===== src/rtl/orv64_ptw_cache_arb.sv =====
// orv64_ptw_cache_arb
// Merges the ITLB/DTLB/VTLB page-table-walker cache ports onto the single
// D-cache PTW port. Requests are arbitrated round-robin. A grant that was
// presented but not yet accepted is held, so the request stays stable toward
// the cache. A FIFO of source IDs routes the in-order cache responses back to
// the walker that issued each request.
//
// Parameters:
//   N_OUTSTANDING  max requests in flight (source-ID FIFO depth), >= 1
//   REQ_W / RESP_W width of the flattened cpu_cache_if request/response
// Ports:
//   clk, rst                       clock, async active-high reset
//   ptw_req_valid/ptw_req/ready    per-walker request channel (3 walkers)
//   ptw_resp_valid/ptw_resp/ready  per-walker response channel
//   dc_req_valid/dc_req/ready      merged request toward the D-cache
//   dc_resp_valid/dc_resp/ready    response from the D-cache
module orv64_ptw_cache_arb #(
    parameter int unsigned N_OUTSTANDING = 4,
    parameter int unsigned REQ_W         = 64,
    parameter int unsigned RESP_W        = 64
) (
    input  logic                   clk,
    input  logic                   rst,
    input  logic [2:0]             ptw_req_valid,
    input  logic [2:0][REQ_W-1:0]  ptw_req,
    output logic [2:0]             ptw_req_ready,
    output logic [2:0]             ptw_resp_valid,
    output logic [2:0][RESP_W-1:0] ptw_resp,
    input  logic [2:0]             ptw_resp_ready,
    output logic                   dc_req_valid,
    output logic [REQ_W-1:0]       dc_req,
    input  logic                   dc_req_ready,
    input  logic                   dc_resp_valid,
    input  logic [RESP_W-1:0]      dc_resp,
    output logic                   dc_resp_ready
);

    localparam int unsigned PTR_W = (N_OUTSTANDING > 1) ? $clog2(N_OUTSTANDING) : 1;
    localparam int unsigned CNT_W = $clog2(N_OUTSTANDING + 1);
    localparam logic [CNT_W-1:0] FULL_CNT = CNT_W'(N_OUTSTANDING);
    localparam logic [PTR_W-1:0] LAST_PTR = PTR_W'(N_OUTSTANDING - 1);

    logic [1:0]       rr_q, rr_d;
    logic             lock_vld_q, lock_vld_d;
    logic [1:0]       lock_port_q, lock_port_d;
    logic [1:0]       fifo_q [N_OUTSTANDING];
    logic [PTR_W-1:0] wr_ptr_q, wr_ptr_d, rd_ptr_q, rd_ptr_d;
    logic [CNT_W-1:0] cnt_q, cnt_d;

    logic       can_issue, any_grant, push, pop, fifo_empty;
    logic [1:0] gnt, head;

    function automatic logic [1:0] add_mod3(logic [1:0] a, logic [1:0] b);
        logic [2:0] s;
        s = {1'b0, a} + {1'b0, b};
        if (s >= 3'd3) s = s - 3'd3;
        return s[1:0];
    endfunction

    function automatic logic [PTR_W-1:0] ptr_inc(logic [PTR_W-1:0] p);
        return (p == LAST_PTR) ? '0 : p + 1'b1;
    endfunction

    // A pop in the same cycle never frees a slot, keeping ready off the response path.
    assign can_issue  = (cnt_q != FULL_CNT);
    assign fifo_empty = (cnt_q == '0);
    assign head       = fifo_q[rd_ptr_q];

    // Grant: held port while locked, else first valid port starting at rr_q.
    always_comb begin
        gnt       = rr_q;
        any_grant = 1'b0;
        if (lock_vld_q) begin
            gnt       = lock_port_q;
            any_grant = ptw_req_valid[lock_port_q];
        end else begin
            // Descending scan so the lowest offset from rr_q wins.
            for (int k = 2; k >= 0; k--) begin
                if (ptw_req_valid[add_mod3(rr_q, 2'(k))]) begin
                    gnt       = add_mod3(rr_q, 2'(k));
                    any_grant = 1'b1;
                end
            end
        end
    end

    // Request path; rst gating keeps outputs at reset values while rst is high.
    always_comb begin
        dc_req_valid  = ~rst & can_issue & any_grant;
        dc_req        = dc_req_valid ? ptw_req[gnt] : '0;
        ptw_req_ready = '0;
        if (dc_req_valid && dc_req_ready) ptw_req_ready[gnt] = 1'b1;
    end

    // Response path: only the walker at the FIFO head sees the cache response.
    always_comb begin
        ptw_resp_valid = '0;
        ptw_resp       = '0;
        dc_resp_ready  = 1'b0;
        if (!rst && !fifo_empty) begin
            ptw_resp_valid[head] = dc_resp_valid;
            ptw_resp[head]       = dc_resp;
            dc_resp_ready        = ptw_resp_ready[head];
        end
    end

    assign push = dc_req_valid & dc_req_ready;
    assign pop  = dc_resp_valid & dc_resp_ready;

    always_comb begin
        rr_d        = push ? add_mod3(gnt, 2'd1) : rr_q;
        // Lock only while a presented request waits; a handshake releases it.
        lock_vld_d  = dc_req_valid & ~dc_req_ready;
        lock_port_d = lock_vld_d ? gnt : lock_port_q;
        wr_ptr_d    = push ? ptr_inc(wr_ptr_q) : wr_ptr_q;
        rd_ptr_d    = pop ? ptr_inc(rd_ptr_q) : rd_ptr_q;
        cnt_d       = cnt_q;
        if (push && !pop) cnt_d = cnt_q + 1'b1;
        if (!push && pop) cnt_d = cnt_q - 1'b1;
    end

    always_ff @(posedge clk or posedge rst) begin
        if (rst) begin
            rr_q        <= 2'd0;
            lock_vld_q  <= 1'b0;
            lock_port_q <= 2'd0;
            wr_ptr_q    <= '0;
            rd_ptr_q    <= '0;
            cnt_q       <= '0;
            for (int i = 0; i < int'(N_OUTSTANDING); i++) fifo_q[i] <= 2'd0;
        end else begin
            rr_q        <= rr_d;
            lock_vld_q  <= lock_vld_d;
            lock_port_q <= lock_port_d;
            wr_ptr_q    <= wr_ptr_d;
            rd_ptr_q    <= rd_ptr_d;
            cnt_q       <= cnt_d;
            if (push) fifo_q[wr_ptr_q] <= gnt;
        end
    end

`ifndef SYNTHESIS
    // A cache response with nothing outstanding cannot be routed.
    resp_without_req: assert property (@(posedge clk) disable iff (rst)
        !(dc_resp_valid && fifo_empty))
        else $error("dc_resp_valid with no outstanding request");
`endif

endmodule


===== config.mk =====
export PLATFORM = sky130hd
export DESIGN_NAME = orv64_ptw_cache_arb
export DESIGN_NICKNAME = d
export VERILOG_FILES = /design/src/rtl/orv64_ptw_cache_arb.sv
export SDC_FILE = /design/constraint.sdc
export NUM_CORES = 1
export LEC_CHECK = 0
export CORE_AREA = 2 2 206 208
export CTS_CLUSTER_DIAMETER = 60
export DETAILED_ROUTE_END_ITERATION = 8
export DIE_AREA = 0 0 208 210
export GPL_ROUTABILITY_DRIVEN = 0
export PLACE_DENSITY = 0.42
export SLEW_MARGIN = 15
export SYNTH_ARGS = -nofsm -noshare
export SYNTH_HDL_FRONTEND = slang
export SYNTH_SLANG_ARGS = --single-unit
export TNS_END_PERCENT = 10

===== constraint.sdc =====
create_clock -name clk -period 3.6 [get_ports clk]
set_clock_uncertainty 0.05 [all_clocks]
set_input_delay 1.08 -clock clk [delete_from_list [all_inputs] [get_ports clk]]
set_output_delay 1.08 -clock clk [all_outputs]
set_load 0.02 [all_outputs]

==> flow_summary.toml <==
[status]
status = "complete, but fails checks"
violations = "negative setup slack"

[yosys]
synth_cells = 562
yosysSeqAreaShare_pct = 11.69
synth_edf_count = 0
ys_ff_latch = 20
syn-cell-area_um2 = 4282
yosysWarnings = 0
synth_cell_type_count = 45
synth_ff_type = "dfrtp_1"
syn_avg_cell_area_um2 = 7.619
syn_nets = 843
synthArstFlopShare_pct = 100.0

[layout]
stdcell_area_um2 = 11730
nNetsFinal = 1456
final_util_pct = 28.28
areaGrowthSynthToFinish_pct = 174.0
final_layout_size_suffix_gt1_share_pct = 46.00
fillers = 4534
finalNonFillerCells = 1717

[route]
ant_nets = 0
route.detailed.drc = 0
vias_per_cell = 3.816
drt-initial-drc-count = 240
routed_wl_um = 35120
vias = 6552
drt-wirelength-per-cell_um = 20.45
firstDrtPassIters = 4

[global_routing]
grt.busiest_layer = "met2"
use_met2_pct = 30.08
grt_max_degree = 41
antenna_found_initial = 8
grtUsageTotal_pct = 15.12
grt_pass1_wl_um = 48800
met3_usage_pct = 3.933
gr-usage-met1_pct = 15.71
gr-total-overflow = 0
grt_pass1_vias = 6921

[timing]
slew_headroom_pct = 48.37
hold_viol = 0
setup_slack_ns = -0.5065
setup_viol = 69
rsz0062_at_grt = "yes"
maxSlewViolCount = 0
whs_ns = 0.4387
period_needed_ns = 4.107
period_share_pct = 114.1
finalSetupTns_ns = -26.87
worst_pin_slew_ns = 0.7736
max_freq_ghz = 0.2435

[clock_tree]
numClockSinks = 20
numCtsBuffers = 3
cts-htree-levels = 1
cts_buffer_depth = 2
cts_root_buf = "clkbuf_16"
tritoncts = "done"
postCtsHoldBufs = 0
clk_pin_slew_worst_paths_ns = 0.06
clk_latency_ns = 0.25

[placement]
postPlaceCellArea_um2 = 10980
dp.cells = 1684
portBuffers = 529
hpwl_um = 29580
post-place-ws_ns = -1.552

[worst_setup_path]
slowest_delay_ns = 0.24
crit_fanout = 7
cp-end-kind = "primary output"
r2r.worst_path.cells = 15
crit_slowest_cell = "a211oi_2"
crit_arrival_ns = 2.98
cp-startpoint = "ptw_req_valid[1]"
ff2ff_setup_slack_ns = 0.49
crit_type = "in -> out"
r2r-end = "cnt_q[2]"
cp-start-kind = "input port"
crit_chain = "buf_8 > a22o_1 > a211oi_2 > o21a_1 > o21ai_1 > buf_4 > inv_12 > buf_12 > buf_8 > mux2i_4 > buf_6 > o2bb2ai_4 > buf_12"
critPathRequiredTime_ns = 2.47
worstSetupEndpoint = "dc_req[3]"
r2r_start = "rr_q[0]"

[die]
rows = 75
die_w_um = 208
die_y_um = 210
start_util_pct = 10.32
core_um2 = 41480
die_area_um2 = 43680
io_pins = 530

[flow_run]
drv_cap = 0

[pwr]
p_per_area_nw_per_um2 = 977.9
ir_drop_uv = 430.3
p_leak_nw = 5.309
power.total_mw = 11.47

[hold_path]
hp-class = "reg -> reg"
critical path, delay by kind of cell:
family / cells / cell delay (ns)
buffers and inverters: 7 / 0.90
AOI/OAI and AO/OA: 5 / 0.75
muxes: 1 / 0.24
flip-flops by register name (all words and copies together) (netlist names):
register / count
rr_q: 2
wr_ptr_q: 2
rd_ptr_q: 2
lock_port_q: 2
cnt_q: 3
fifo_q: 8
lock_vld_q: 1
cells in the mapped netlist (4+ instances only):
cell type	number	share of area [%]
mux2_1	16	4.2
clkbuf_1	22	1.9
and3_1	8	1.2
dfrtp_1	20	12
buf_12	7	3.3
inv_1	11	0.96
mux2i_1	68	16
o2bb2ai_1	4	0.82
nand2_1	71	6.2
buf_2	7	0.82
nand2b_1	4	0.58
clkbuf_4	6	1.1
buf_1	6	0.53
nor2_1	202	18
ha_1	14	4.1
o2bb2ai_2	60	21
cell type report:
| type | count | area (um2) | area share [%] |
|---|---|---|---|
| Antenna cell | 4 | 10.01 | 0.08533 |
| Clock buffer | 3 | 75.07 | 0.6400 |
| Clock inverter | 1 | 30.03 | 0.2560 |
| Inverter | 13 | 61.31 | 0.5227 |
| Multi-Input combinational cell | 480 | 4123 | 35.15 |
| Sequential cell | 20 | 501.7 | 4.277 |
| Tap cell | 539 | 674.4 | 5.749 |
| Timing Repair Buffer | 657 | 6255 | 53.32 |
timing repair:
item,CTS,global route
buffers inserted,9,11
resized for setup,801,277
pin swaps,8,12
hold endpoints to repair,0,0
endpoints found under the setup margin,265,235
cloned,7,0
power by group:
| group | internal (mW) | total (mW) | leakage, nW | switching [mW] |
|---|---|---|---|---|
| registers | 0.334 | 0.426 | 0.246 | 0.0926 |
| clock network | 0.220 | 0.301 | 0.0511 | 0.0804 |
| logic | 5.14 | 10.7 | 5.01 | 5.60 |
worst min path at each step:
stage                     cells past startpoint        end      start
after CTS                                     1  fifo_q[5]  fifo_q[5]
after detailed placement                      1  fifo_q[2]  fifo_q[2]
after global routing                          1  fifo_q[4]  fifo_q[4]
final                                         1  fifo_q[3]  fifo_q[3]
after floorplan                               1  fifo_q[4]  fifo_q[4]
after global placement                        1  fifo_q[7]  fifo_q[7]
metal layers:
layer  vias to the layer above  part of all wire (%)
li1                       3154                     -
met1                      3021                    36
met2                       349                    55
met3                        22                   7.9
met4                         6                   1.7
met5                         -                  0.13
cells by family (layout without fill, tap and decap cells):
kind of cell | Yosys count | count (layout) | synth area share (%)
muxes | 86 | 86 | 21.16
adders and majority gates | 15 | 15 | 4.559
DFF | 20 | 20 | 11.69
AOI/OAI and AO/OA | 82 | 82 | 25.74
other | 0 | 4 | 0
xor gates and xnor gates | 3 | 3 | 0.6138
buffers and inverters | 62 | 674 | 9.000
and+or+nand+nor | 294 | 294 | 27.24
cells in the final DEF, fill, tap and decap left out, types with 11 or more instances in the layout:
master,count
ha_1,14
clkdlybuf4s15_2,15
mux2i_2,14
clkbuf_2,36
mux2i_1,28
buf_2,93
inv_1,11
o2bb2ai_2,54
mux2_1,16
buf_4,114
nand2_1,40
dlymetal6s2s_1,19
clkdlybuf4s50_1,261
dfrtp_1,19
mux2i_4,26
nor2_4,13
nand2_2,30
buf_12,32
buf_6,65
nor2_1,184
Note: power is estimated with default switching activity, not from simulation.
